### config.mk
export PLATFORM = sky130hd
export DESIGN_NAME = mem_access_unit
export DESIGN_NICKNAME = d
export VERILOG_FILES = /design/src/rtl/mem_bus_pkg.sv /design/src/rtl/lsu_load_align.sv /design/src/rtl/mem_access_unit.sv
export SDC_FILE = /design/constraint.sdc
export NUM_CORES = 1
export LEC_CHECK = 0
export ABC_AREA = 0
export BUFFER_PORTS_ARGS = -buffer_cell sky130_fd_sc_hd__buf_2
export CORE_UTILIZATION = 53
export CTS_CLUSTER_SIZE = 8
export DETAILED_ROUTE_END_ITERATION = 10
export GPL_ROUTABILITY_DRIVEN = 1
export PLACE_DENSITY = 0.92
export SLEW_MARGIN = 20
export SYNTH_ARGS = -nofsm -noshare
export SYNTH_HDL_FRONTEND = slang
export SYNTH_SLANG_ARGS = --single-unit
export TNS_END_PERCENT = 10
### constraint.sdc
create_clock -name clk -period 3.9 [get_ports clk]
set_input_delay 0.195 -clock clk [delete_from_list [all_inputs] [get_ports clk]]
set_output_delay 0.195 -clock clk [all_outputs]
set_load 0.1 [all_outputs]
### src/rtl/mem_bus_pkg.sv
// Shared encodings for the data-memory access path.
package mem_bus_pkg;

  localparam logic [1:0] SIZE_B = 2'b00;
  localparam logic [1:0] SIZE_H = 2'b01;
  localparam logic [1:0] SIZE_W = 2'b10;
  localparam logic [1:0] SIZE_R = 2'b11;

  typedef enum logic [1:0] {
    StIdle = 2'b00,
    StBusy = 2'b01,
    StDone = 2'b10
  } state_e;

  // Natural alignment check; the reserved size is never aligned.
  function automatic logic is_aligned(logic [1:0] size, logic [1:0] offset);
    logic ok;
    case (size)
      SIZE_B:  ok = 1'b1;
      SIZE_H:  ok = ~offset[0];
      SIZE_W:  ok = (offset == 2'b00);
      default: ok = 1'b0;
    endcase
    return ok;
  endfunction

endpackage

### src/rtl/lsu_load_align.sv
// Load lane select and sign/zero extension of a bus read word.
module lsu_load_align
  import mem_bus_pkg::*;
(
  input  logic [31:0] word,
  input  logic [1:0]  offset,
  input  logic [1:0]  size,
  input  logic        sext,
  output logic [31:0] data
);

  logic [7:0]  lane_b;
  logic [15:0] lane_h;

  // Pick the addressed lane and extend it to 32 bits.
  always_comb begin
    lane_b = word[8*offset +: 8];
    lane_h = offset[1] ? word[31:16] : word[15:0];
    case (size)
      SIZE_B:  data = {{24{sext & lane_b[7]}}, lane_b};
      SIZE_H:  data = {{16{sext & lane_h[15]}}, lane_h};
      default: data = word;
    endcase
  end

endmodule

### src/rtl/mem_access_unit.sv
// MEM-stage load/store initiator: one req/ack bus transaction per op, with stall,
// misalignment detection and a bus timeout.
module mem_access_unit
  import mem_bus_pkg::*;
#(
  parameter int unsigned TIMEOUT = 16,
  parameter int unsigned TO_W    = 5
) (
  input  logic        clk,
  input  logic        reset,
  input  logic        op_valid,
  input  logic        op_we,
  input  logic [1:0]  op_size,
  input  logic        op_sext,
  input  logic [31:0] op_addr,
  input  logic [31:0] op_wdata,
  output logic        stall,
  output logic        op_done,
  output logic [31:0] rdata,
  output logic        addr_err,
  output logic        bus_err,
  output logic        bus_req,
  output logic        bus_we,
  output logic [31:0] bus_addr,
  output logic [3:0]  bus_be,
  output logic [31:0] bus_wdata,
  input  logic        bus_ack,
  input  logic [31:0] bus_rdata
);

  localparam logic [TO_W-1:0] CntMax = TO_W'(TIMEOUT - 1);

  state_e          state_q, state_d;
  logic [TO_W-1:0] cnt_q, cnt_d;
  logic            bus_req_q, bus_req_d;
  logic            bus_we_q, bus_we_d;
  logic [31:0]     bus_addr_q, bus_addr_d;
  logic [3:0]      bus_be_q, bus_be_d;
  logic [31:0]     bus_wdata_q, bus_wdata_d;
  logic [31:0]     rdata_q, rdata_d;
  logic            addr_err_q, addr_err_d;
  logic            bus_err_q, bus_err_d;

  logic [3:0]      st_be;
  logic [31:0]     st_wdata;
  logic [31:0]     ld_data;

  // op_addr/op_size/op_sext are held until op_done, so the live inputs steer the load lanes.
  lsu_load_align u_load_align (
    .word   (bus_rdata),
    .offset (op_addr[1:0]),
    .size   (op_size),
    .sext   (op_sext),
    .data   (ld_data)
  );

  // Store byte enables and lane replication.
  always_comb begin
    st_be    = 4'b0000;
    st_wdata = op_wdata;
    case (op_size)
      SIZE_B: begin
        st_be    = 4'b0001 << op_addr[1:0];
        st_wdata = {4{op_wdata[7:0]}};
      end
      SIZE_H: begin
        st_be    = op_addr[1] ? 4'b1100 : 4'b0011;
        st_wdata = {2{op_wdata[15:0]}};
      end
      SIZE_W:  st_be = 4'b1111;
      default: st_be = 4'b0000;
    endcase
  end

  // Next-state logic: issue, wait for ack or timeout, one-cycle done.
  always_comb begin
    state_d     = state_q;
    cnt_d       = cnt_q;
    bus_req_d   = bus_req_q;
    bus_we_d    = bus_we_q;
    bus_addr_d  = bus_addr_q;
    bus_be_d    = bus_be_q;
    bus_wdata_d = bus_wdata_q;
    rdata_d     = rdata_q;
    addr_err_d  = addr_err_q;
    bus_err_d   = bus_err_q;
    case (state_q)
      StIdle: begin
        cnt_d = '0;
        if (op_valid) begin
          if (is_aligned(op_size, op_addr[1:0])) begin
            bus_req_d   = 1'b1;
            bus_we_d    = op_we;
            bus_addr_d  = {op_addr[31:2], 2'b00};
            bus_be_d    = op_we ? st_be : 4'b1111;
            bus_wdata_d = op_we ? st_wdata : 32'h0;
            state_d     = StBusy;
          end else begin
            addr_err_d = 1'b1;
            state_d    = StDone;
          end
        end
      end
      StBusy: begin
        // Ack takes priority over a timeout in the same cycle.
        if (bus_ack) begin
          bus_req_d = 1'b0;
          if (!bus_we_q) rdata_d = ld_data;
          state_d = StDone;
        end else if (cnt_q == CntMax) begin
          bus_req_d = 1'b0;
          bus_err_d = 1'b1;
          state_d   = StDone;
        end else begin
          cnt_d = cnt_q + TO_W'(1);
        end
      end
      StDone: begin
        // op_valid still belongs to the finished op here.
        addr_err_d = 1'b0;
        bus_err_d  = 1'b0;
        state_d    = StIdle;
      end
      default: state_d = StIdle;
    endcase
  end

  // State and registered outputs.
  always_ff @(posedge clk or negedge reset) begin
    if (!reset) begin
      state_q     <= StIdle;
      cnt_q       <= '0;
      bus_req_q   <= 1'b0;
      bus_we_q    <= 1'b0;
      bus_addr_q  <= 32'h0;
      bus_be_q    <= 4'b0000;
      bus_wdata_q <= 32'h0;
      rdata_q     <= 32'h0;
      addr_err_q  <= 1'b0;
      bus_err_q   <= 1'b0;
    end else begin
      state_q     <= state_d;
      cnt_q       <= cnt_d;
      bus_req_q   <= bus_req_d;
      bus_we_q    <= bus_we_d;
      bus_addr_q  <= bus_addr_d;
      bus_be_q    <= bus_be_d;
      bus_wdata_q <= bus_wdata_d;
      rdata_q     <= rdata_d;
      addr_err_q  <= addr_err_d;
      bus_err_q   <= bus_err_d;
    end
  end

  // Pipeline handshake decoded from state.
  always_comb begin
    stall   = ((state_q == StIdle) && op_valid) || (state_q == StBusy);
    op_done = (state_q == StDone);
  end

  assign rdata     = rdata_q;
  assign addr_err  = addr_err_q;
  assign bus_err   = bus_err_q;
  assign bus_req   = bus_req_q;
  assign bus_we    = bus_we_q;
  assign bus_addr  = bus_addr_q;
  assign bus_be    = bus_be_q;
  assign bus_wdata = bus_wdata_q;

endmodule

==> impl_metrics.csv <==
group,metric,value,unit
outcome,status,"finished clean",
timing,setup_violations,0,
timing,final_min_period_over_clock_period,64.7,%
cells_and_area,fin_area,0.00663,mm2
cells_and_area,final_cell_mix,"buf_2, nand2_1, dfrtp_1, o21ai_0, mux2_1",
worst_setup_path,crit_fanout,17,
clock_network,clk_pin_slew,0.09,ns
logic_synthesis,synth_area_leader_cell,"dfrtp_1",
floorplan,die-area,0.0104,mm2
logic_synthesis,ys_types,54,
logic_synthesis,async_flop_share,100,%
timing,fin_crit,2.52,ns
placed_design,placed_area,0.00636,mm2
logic_synthesis,synth_area,0.00532,mm2
clock_network,cts_root_buf,"clkbuf_8",
timing,finalHoldViolCount,0,
route,drt_iter0_markers,210,
worst_setup_path,critPathBufInv,0,
floorplan,die_x,102,um
clock_network,htreeDepth,3,
cells_and_area,fill_cells,747,
clock_network,cts_buffer_depth,2,
route,final_antenna_net_count,0,
clock_network,ctsResizeCount,0,
timing,grt_setup_unrepaired,"false",
cells_and_area,multi_input_area,0.00236,mm2
min_path,hold_class,"input port to flop",
clock_network,clock_latency,0.38,ns
floorplan,rows,36,
worst_setup_path,endpoint_kind,"flop",
global_route,grt_max_degree,92,
timing,drv_slew,0,
cells_and_area,nets,801,
logic_synthesis,synth_edf_count,0,
worst_setup_path,crit_family,"compound AO/OA/AOI/OAI gates",
worst_setup_path,cpPeakStageDelay,0.70,ns
route,vias_per_cell,5.60,
route,route.detailed.drc,0,
timing,fmax,396,MHz
logic_synthesis,ys_top_cells_by_area,"dfrtp_1, nand2_1, mux2_1, mux2_2, mux2i_1",
route,drt-pass1-iter-count,5,
worst_setup_path,critPathKind,"flop to flop",
cells_and_area,regArea,0.00273,mm2
worst_setup_path,crit_arrival,2.74,ns
logic_synthesis,seq_area_frac_synth,51.3,%
flow_run,max_cap_violations,0,
clock_network,numClockSinks,109,
placed_design,port_buffers,207,
route,wl,14300,um
global_route,globalRouteOverflowTotal,0,
floorplan,coreArea,0.00973,mm2
clock_network,cts_tree,"yes",
worst_setup_path,crit_slowest_cell,"o32ai_4",
timing,fin_setup_tns,0,ns
route,avgRoutedWirePerCell,17.2,um
logic_synthesis,syn_area_per_cell,10.4,um2
worst_setup_path,crit_path_cell_trace,"and4bb_1 -> o31ai_2 -> o32ai_4 -> a21oi_1",
global_route,grt_first_pass_wirelength,21500,um
global_route,antenna_found_initial,0,
worst_setup_path,start_kind,"flop",
floorplan,initial_utilization,54.7,%
logic_synthesis,synthCells,512,
global_route,grt_pass1_vias,4361,
floorplan,ios,210,
logic_synthesis,yosys_warnings,0,
cells_and_area,area_growth,24.7,%
clock_network,numCtsBuffers,9,
timing,fin_skew,0.0117,ns
placed_design,gp_congestion,0.832,
cells_and_area,layout_commonest_cell,"buf_2",
route,vias,4662,
logic_synthesis,synth.ff_latch_count,109,
timing,max_slew_margin,24.9,%
logic_synthesis,synth_top_cell_area_share,51.3,%
worst_setup_path,cp.required,4.12,ns
logic_synthesis,synthFlopType,"dfrtp_1",
timing,tightestPinTransition,1.12,ns
placed_design,place_hpwl,10600,um
floorplan,die_h,102,um
cells_and_area,layout-drive-gt1-share,38.9,%
cells_and_area,antenna_cells,0,
global_route,grt_use_total,27.3,%
[sequential cells by signal, summed over array words and instances, names as in the netlist]
| name | count |
|---|---|
| bus_be | 4 |
| bus_addr | 30 |
| bus_req | 1 |
| bus_we | 1 |
| rdata | 32 |
| state_q | 2 |
| bus_wdata | 32 |
| addr_err | 1 |
| bus_err | 1 |
| cnt_q | 5 |
[area by class of cell]
class                           count  share of cell area (%)
Inverter                            7                   0.396
Clock buffer                       13                    2.55
Sequential cell                   109                    41.1
Timing Repair Buffer              212                    16.4
Clock inverter                      3                    1.36
Multi-Input combinational cell    356                    35.6
Tap cell                          133                    2.51
[per-stage QoR]
stage	cells	hold slack (ns)	util [%]	setup WS, ns
detailed placement	816	0.389	65.4	1.44
floorplan	513	-0.101	-	1.57
global placement	816	0.371	65.4	1.54
global route	833	0.0127	68.2	1.19
finish	833	0.0235	68.2	1.38
CTS	833	0.0133	68.2	1.42
[worst register-to-register path, cell delays in order, from the launching register on]
cell and delay [ns]:
dfrtp_1 0.64, and4bb_1 0.70, o31ai_2 0.20, o32ai_4 0.70, a21oi_1 0.14
[routing by layer]
layer  global-route usage (%)  wire length [um]
met4                     11.2               376
met2                     47.5              7120
met3                     6.29              1170
met1                     32.5              5630
met5                        0                 0
[Yosys cell counts (2+ instances only)]
library cell,instances
a21o_1,2
a21oi_1,17
a21oi_2,10
a221oi_1,7
a22o_1,4
a311oi_1,7
buf_1,3
buf_2,16
buf_4,6
buf_6,3
clkbuf_1,13
dfrtp_1,109
ha_1,2
inv_1,6
mux2_1,30
mux2_2,19
mux2i_1,17
mux2i_2,2
nand2_1,111
nand2b_1,2
nand3_1,2
nand4bb_1,2
nor2_1,24
nor2b_1,3
nor3_2,2
nor4_2,2
o211ai_1,8
o21ai_0,33
o21ai_1,19
o2bb2ai_1,7
[repair_timing]
action | 4_1_cts | 5_1_grt
hold buffers | 1 | 0
buffers inserted | 0 | 0
endpoints found under the hold margin | 75 | 0
setup endpoints to repair | 0 | 0
[path summary, 6_finish.rpt]
| kind | from | endpoint | slack (ns) | depth (start not counted) |
|---|---|---|---|---|
| worst max-delay path | state_q[0] | rdata[17] | 1.38 | 4 |
| worst min-delay path | op_addr[5] | bus_addr[5] | 0.02 | 2 |
| min in group asynchronous | reset | bus_addr[18] | 0.50 | 2 |
| max in group asynchronous | reset | bus_wdata[20] | 2.41 | 3 |
| worst max register to register | state_q[0] | rdata[17] | 1.38 | 4 |
| worst min register to register | bus_wdata[0] | bus_wdata[0] | 0.49 | 2 |
[kinds of logic (layout without fill, tap and decap cells)]
family	after synthesis	after routing	synth area share, %
other cells	1	2	0.0705
fa+ha+maj	2	2	0.470
flops	109	109	51.3
compound gates	126	126	16.3
mux	68	68	14.1
simple gates	158	158	13.2
buf+inv	48	235	4.61
Power is not shown: default switching activity piles up to over one toggle a cycle in this logic, so the estimate is an artifact.
